===== src/rtl/arm_hazard_ctrl.sv =====
// arm_hazard_ctrl: hazard, stall, flush and forwarding controller for the 5-stage ARM pipeline
// Ports: clk, reset (asynchronous, active-low)
//   RA1D/RA2D/WA3D, RegWriteD, MemtoRegD, PCWrPendD : decode-stage instruction info
//   BranchTakenE : branch in E taken; MemReqM/MemReadyM : data-memory access handshake
//   ForwardAE/ForwardBE : 00 regfile, 10 ALUOutM, 01 ResultW
//   StallF/D/E/M, FlushD/E/W : stage register hold / bubble controls
//   stall_cnt : saturating count of StallF cycles since reset
// Define ARM_HZ_FORWARD_EN to enable forwarding; without it any RAW against E or M stalls.
module arm_hazard_ctrl #(
  parameter int RADDR_W = 4,
  parameter int PC_IDX = 15,
  parameter int CNT_W = 16
) (
  input  logic               clk,
  input  logic               reset,
  input  logic [RADDR_W-1:0] RA1D,
  input  logic [RADDR_W-1:0] RA2D,
  input  logic [RADDR_W-1:0] WA3D,
  input  logic               RegWriteD,
  input  logic               MemtoRegD,
  input  logic               PCWrPendD,
  input  logic               BranchTakenE,
  input  logic               MemReqM,
  input  logic               MemReadyM,
  output logic [1:0]         ForwardAE,
  output logic [1:0]         ForwardBE,
  output logic               StallF,
  output logic               StallD,
  output logic               StallE,
  output logic               StallM,
  output logic               FlushD,
  output logic               FlushE,
  output logic               FlushW,
  output logic [CNT_W-1:0]   stall_cnt
);
  localparam logic [RADDR_W-1:0] PC = RADDR_W'(PC_IDX);
  logic ev, eld, epcw, mv, mpcw;
  logic [RADDR_W-1:0] erd, mrd;
  logic memwait, e_hit, raw, pcpend, norm, br, mw;
  assign memwait = MemReqM & ~MemReadyM;
  assign e_hit = ev & (erd != PC) & (erd == RA1D | erd == RA2D);
  assign pcpend = PCWrPendD | epcw | mpcw;
`ifdef ARM_HZ_FORWARD_EN
  logic wv;
  logic [RADDR_W-1:0] wrd, ers1, ers2;
  assign raw = e_hit & eld;
  assign ForwardAE = (ers1 == PC) ? 2'b00 : (mv & mrd == ers1) ? 2'b10 : (wv & wrd == ers1) ? 2'b01 : 2'b00;
  assign ForwardBE = (ers2 == PC) ? 2'b00 : (mv & mrd == ers2) ? 2'b10 : (wv & wrd == ers2) ? 2'b01 : 2'b00;
  always_ff @(posedge clk or negedge reset) begin
    if (!reset) begin
      wv <= 1'b0;
      wrd <= '0;
      ers1 <= '0;
      ers2 <= '0;
    end else begin
      wv <= mv & ~StallM;
      wrd <= mrd;
      if (!StallE) begin
        ers1 <= FlushE ? '0 : RA1D;
        ers2 <= FlushE ? '0 : RA2D;
      end
    end
  end
`else
  logic m_hit;
  // regfile writes land in the first half-cycle, so a W producer never needs a stall
  assign m_hit = mv & (mrd != PC) & (mrd == RA1D | mrd == RA2D);
  assign raw = (e_hit & eld) | e_hit | m_hit;
  assign ForwardAE = 2'b00;
  assign ForwardBE = 2'b00;
`endif
  // reset gates the purely input-driven sources so every output reads 0 while held in reset
  assign mw = reset & memwait;
  assign br = reset & ~memwait & BranchTakenE;
  assign norm = reset & ~memwait & ~BranchTakenE;
  assign StallF = mw | (norm & (raw | pcpend));
  assign StallD = mw | (norm & raw);
  assign StallE = mw;
  assign StallM = mw;
  assign FlushD = br | (norm & pcpend);
  assign FlushE = br | (norm & raw);
  assign FlushW = mw;
  always_ff @(posedge clk or negedge reset) begin
    if (!reset) begin
      {ev, eld, epcw, mv, mpcw} <= '0;
      erd <= '0;
      mrd <= '0;
      stall_cnt <= '0;
    end else begin
      if (!StallE) begin
        ev <= ~FlushE & RegWriteD;
        eld <= ~FlushE & MemtoRegD;
        epcw <= ~FlushE & PCWrPendD;
        erd <= FlushE ? '0 : WA3D;
      end
      if (!StallM) begin
        mv <= ev;
        mpcw <= epcw;
        mrd <= erd;
      end
      if (StallF && !(&stall_cnt)) stall_cnt <= stall_cnt + 1'b1;
    end
  end
endmodule

===== config.mk =====
export PLATFORM = sky130hd
export DESIGN_NAME = arm_hazard_ctrl
export DESIGN_NICKNAME = d
export VERILOG_FILES = /design/src/rtl/arm_hazard_ctrl.sv
export SDC_FILE = /design/constraint.sdc
export NUM_CORES = 1
export LEC_CHECK = 0
export CORE_ASPECT_RATIO = 0.8
export CORE_MARGIN = 2
export CORE_UTILIZATION = 33
export DETAILED_ROUTE_END_ITERATION = 8
export SYNTH_ARGS = -nofsm -noshare
export SYNTH_HDL_FRONTEND = slang
export SYNTH_SLANG_ARGS = --single-unit

===== constraint.sdc =====
create_clock -name clk -period 2.5 [get_ports clk]
set_input_delay 0.25 -clock clk [delete_from_list [all_inputs] [get_ports clk]]
set_output_delay 0.25 -clock clk [all_outputs]
set_load 0.01 [all_outputs]

==> results.md <==
* Final Wtd Congestion at 0.7999
* Final worst slack at 0.1306 ns
* TritonCTS clock tree: yes
* Crit path arrival time at 2.12 ns
* Worst reg2reg startpoint: epcw$_DFFE_PN0N_
* Data required time of the critical path at around 2.3 ns
* Vias at 1248
* Ant diodes at 0
* Clock Path Buffers at 2
* Antenna violations before repair at 0
* Drt total wl at between 3 and 4 mm
* Total grt overflow at 0
* Critical path fanouts, max at 3
* Slowest CP cell: clkdlybuf4s50_1
* Minimum clock period at 2.369 ns
* Reg power frac at between 40 and 50%
* Hold-fix buffers at CTS at 0
* Rows at 22
* Clk slew on worst S/H paths at 0.10 ns
* Tot GR Track Use at 13.73%
* First-pass GRT wire length at just over 6 mm
* CTS Buf Count at 3
* Nets at 217
* Tightest Pin Transition at 0.8013 ns
* Cell taking the most area after synthesis: dfrtp_1
* Crit Path Category: primary input to output port
* WL/cell at 14.33 um
* Chip Height at approximately 67 um
* Final setup fails at 0
* Largest delay share family, worst path: compound AO/OA/AOI/OAI gates
* Worst r2r path cells at 6
* Critical Path End Type: output port
* FF-to-FF setup slack at 0.18 ns
* Synthesized cell area at ~0.0016 mm^2
* Crit path to: StallF
* RSZ-0062 raised after global routing: no
* Pwr dens at 670.1 mW/mm^2
* Reg-to-Reg End: stall_cnt[6]$_DFFE_PN0P_
* Library cells used by synthesis at 36
* Leak pwr at between 0.9 and 1 nW
* Crit path depth at 8
* Critical path, cell by cell: clkdlybuf4s50_1 -> xor2_1 -> o41ai_2 -> a31oi_2 -> buf_4 -> a21o_1 -> a21oi_1 -> clkbuf_2
* Die width at a little over 80 um
* Hold Fails Final Rpt at 0
* Synth Register Bits at 28
* Switch share at 31.13%
* Mean Syn Cell Area at 11.33 um^2
* Area Overhead vs Synth at 35.49%
* Largest net degree at the start of global routing at 31
* Clock network power share at 23.7%
* Top FF cell, synth: dfrtp_1
* Antenna Nets Post-Route at 0
* Register area share after synthesis at ~43%
* Post-DP HPWL at 2.852 mm
* CP peak stage delay at 0.46 ns
* Psw at between 0.0004 and 0.0005 W
* DR DRC count at 0
* Root Buffer: clkbuf_8
* Gate count of the mapped netlist at 145
* First-pass detailed-route iteration total at 4
* Yosys warns at 0
* Final Instance Area at 0.002226 mm^2
* Final critical-path share of the clock period at 94.77%
* Max Clock Freq at 0.4221 GHz
* Core area at 0.004679 mm^2
* Crit path from: RA2D[1]
* H-Tree Depth at 1
* Worst-skew pair later-pin latency at 0.28 ns
* Power share of the combinational group at 31.9%
* Hold Path Class: primary input to async pin
* Buf/Inv on CP at 3
* Number of synthesized flops with an enable pin at 0
* PortBufs at 41
* Place WS at -0.1657 ns
* Max capacitance violation total at 0
* Power Total at ~0.0015 W
* Die area at ~0.0056 mm^2
* Area contributors post-synth: dfrtp_1, xor2_1, xnor2_1, nor3_2, mux2_2
* Share of layout cells above drive strength 1 at 23.08%
* Vias/cell at 4.894
* Number of global-route vias before repair at 1301
* Iter 0 DRT Violations at 25
* Startpoint types: primary input
* Io pins at 47
* Worst vdd ir at 0.3987 mV
* Yosys top cell area share at a little over two fifths
* Worst rel slew slack at 46.58%
* Power Internal at 0.001027 W
* Post-place instance area at 0.002143 mm^2
* Status: completed
* FFs w/ async S/R, synth at 100.0%
* TritonCTS Sinks at 28
* Skew final at approximately 0.011 ns
* Slew Limit Fails at 0
* Filler cells at 450
* Starting Density at 35.11%
==> worst min path at each step <==
| stage | from | end | slack, ns | cells after the start |
|---|---|---|---|---|
| finish | reset | erd[1]$_DFFE_PN0N_ | 0.38 | 2 |
| detailed placement | stall_cnt[6]$_DFFE_PN0P_ | stall_cnt[6]$_DFFE_PN0P_ | 0.49 | 1 |
| floorplan | reset | epcw$_DFFE_PN0N_ | -0.05 | 0 |
| global route | reset | mrd[0]$_DFFE_PN0N_ | 0.44 | 2 |
| CTS | reset | erd[1]$_DFFE_PN0N_ | 0.39 | 2 |
| global placement | stall_cnt[12]$_DFFE_PN0P_ | stall_cnt[12]$_DFFE_PN0P_ | 0.48 | 1 |
==> cells in the mapped netlist, types with 2 or more instances <==
| library cell | number |
|---|---|
| o21ai_0 | 2 |
| nor4_2 | 3 |
| inv_1 | 4 |
| buf_4 | 6 |
| mux2_2 | 7 |
| xnor2_1 | 14 |
| xor2_1 | 17 |
| nand4_1 | 7 |
| buf_6 | 2 |
| and3_4 | 2 |
| a21oi_1 | 4 |
| nor4_1 | 2 |
| nor2_1 | 3 |
| nand3_1 | 8 |
| nand2_1 | 4 |
| a22o_1 | 6 |
| nor3_2 | 8 |
| dfrtp_1 | 28 |
==> sequential cells by signal, indices dropped and copies added (netlist names) <==
register	flops
ev	1
epcw	1
stall_cnt	16
mv	1
mrd	4
erd	4
mpcw	1
==> per-layer routing <==
layer	up-vias	wire length, um	GRT usage, %
li1	614	-	-
met1	602	1776	17.57
met2	30	1697	23.49
met3	2	147	2.726
met4	0	34	4.918
met5	-	0	0
==> cell usage in the layout, fill, tap and decap left out, drive strengths merged, types with 5 or more instances in the layout <==
cell type      netlist  final
buf                  8     11
clkdlybuf4s50        0     38
xor2                17     17
nor4                 5      5
mux2                 7      7
nand4                8      8
nand3                8      8
dfrtp               28     28
xnor2               14     14
nor3                 9      9
a22o                 6      6
==> kinds of logic (layout without fill, tap and decap cells) <==
| family | Yosys count | in the layout | share of synthesized area (%) |
|---|---|---|---|
| muxes | 7 | 7 | 4.798 |
| AOI/OAI and AO/OA | 18 | 18 | 8.911 |
| buffers and inverters | 13 | 60 | 5.254 |
| DFF | 28 | 28 | 42.65 |
| xor gates and xnor gates | 31 | 31 | 16.53 |
| other | 1 | 4 | 0.2283 |
| and+or+nand+nor | 46 | 46 | 20.87 |
| adders and majority gates | 1 | 1 | 0.7615 |
==> per-stage QoR <==
stage / TNS, ns / utilization (%) / instances / hold slack [ns]
after floorplan: 0 / - / 148 / -0.04559
after global placement: -0.5306 / 45.80 / 250 / 0.4812
after detailed placement: -1.207 / 45.80 / 250 / 0.4884
after CTS: 0 / 47.59 / 255 / 0.3917
after global routing: 0 / 47.57 / 255 / 0.4393
final: 0 / 47.57 / 255 / 0.3782
==> power groups by stage <==
stage          combinational [W]  clock, W  sequential [W]
2_1_floorplan           0.000219         0        0.000672
3_3_place_gp            0.000469         0        0.000663
5_1_grt                 0.000520  0.000378        0.000679
6_report                0.000476  0.000353        0.000662
4_1_cts                 0.000482  0.000362        0.000660
3_5_place_dp            0.000476         0        0.000668
==> layout make-up <==
class | count | area [um^2] | share of cell area [%]
Inverter | 4 | 15.01 | 0.6745
Clock buffer | 3 | 41.29 | 1.855
Timing Repair Buffer | 52 | 489.2 | 21.98
Clock inverter | 1 | 30.03 | 1.349
Tap cell | 60 | 75.07 | 3.373
Multi-Input combinational cell | 107 | 873.3 | 39.24
Sequential cell | 28 | 701.9 | 31.53
==> timing repair <==
| item | in CTS | in global routing |
|---|---|---|
| endpoints found under the setup margin | 3 | 2 |
| resized for setup | 4 | 3 |
| pin swaps | 2 | 2 |
| buffers inserted | 1 | 0 |
Power figures use the tool's default switching activity.
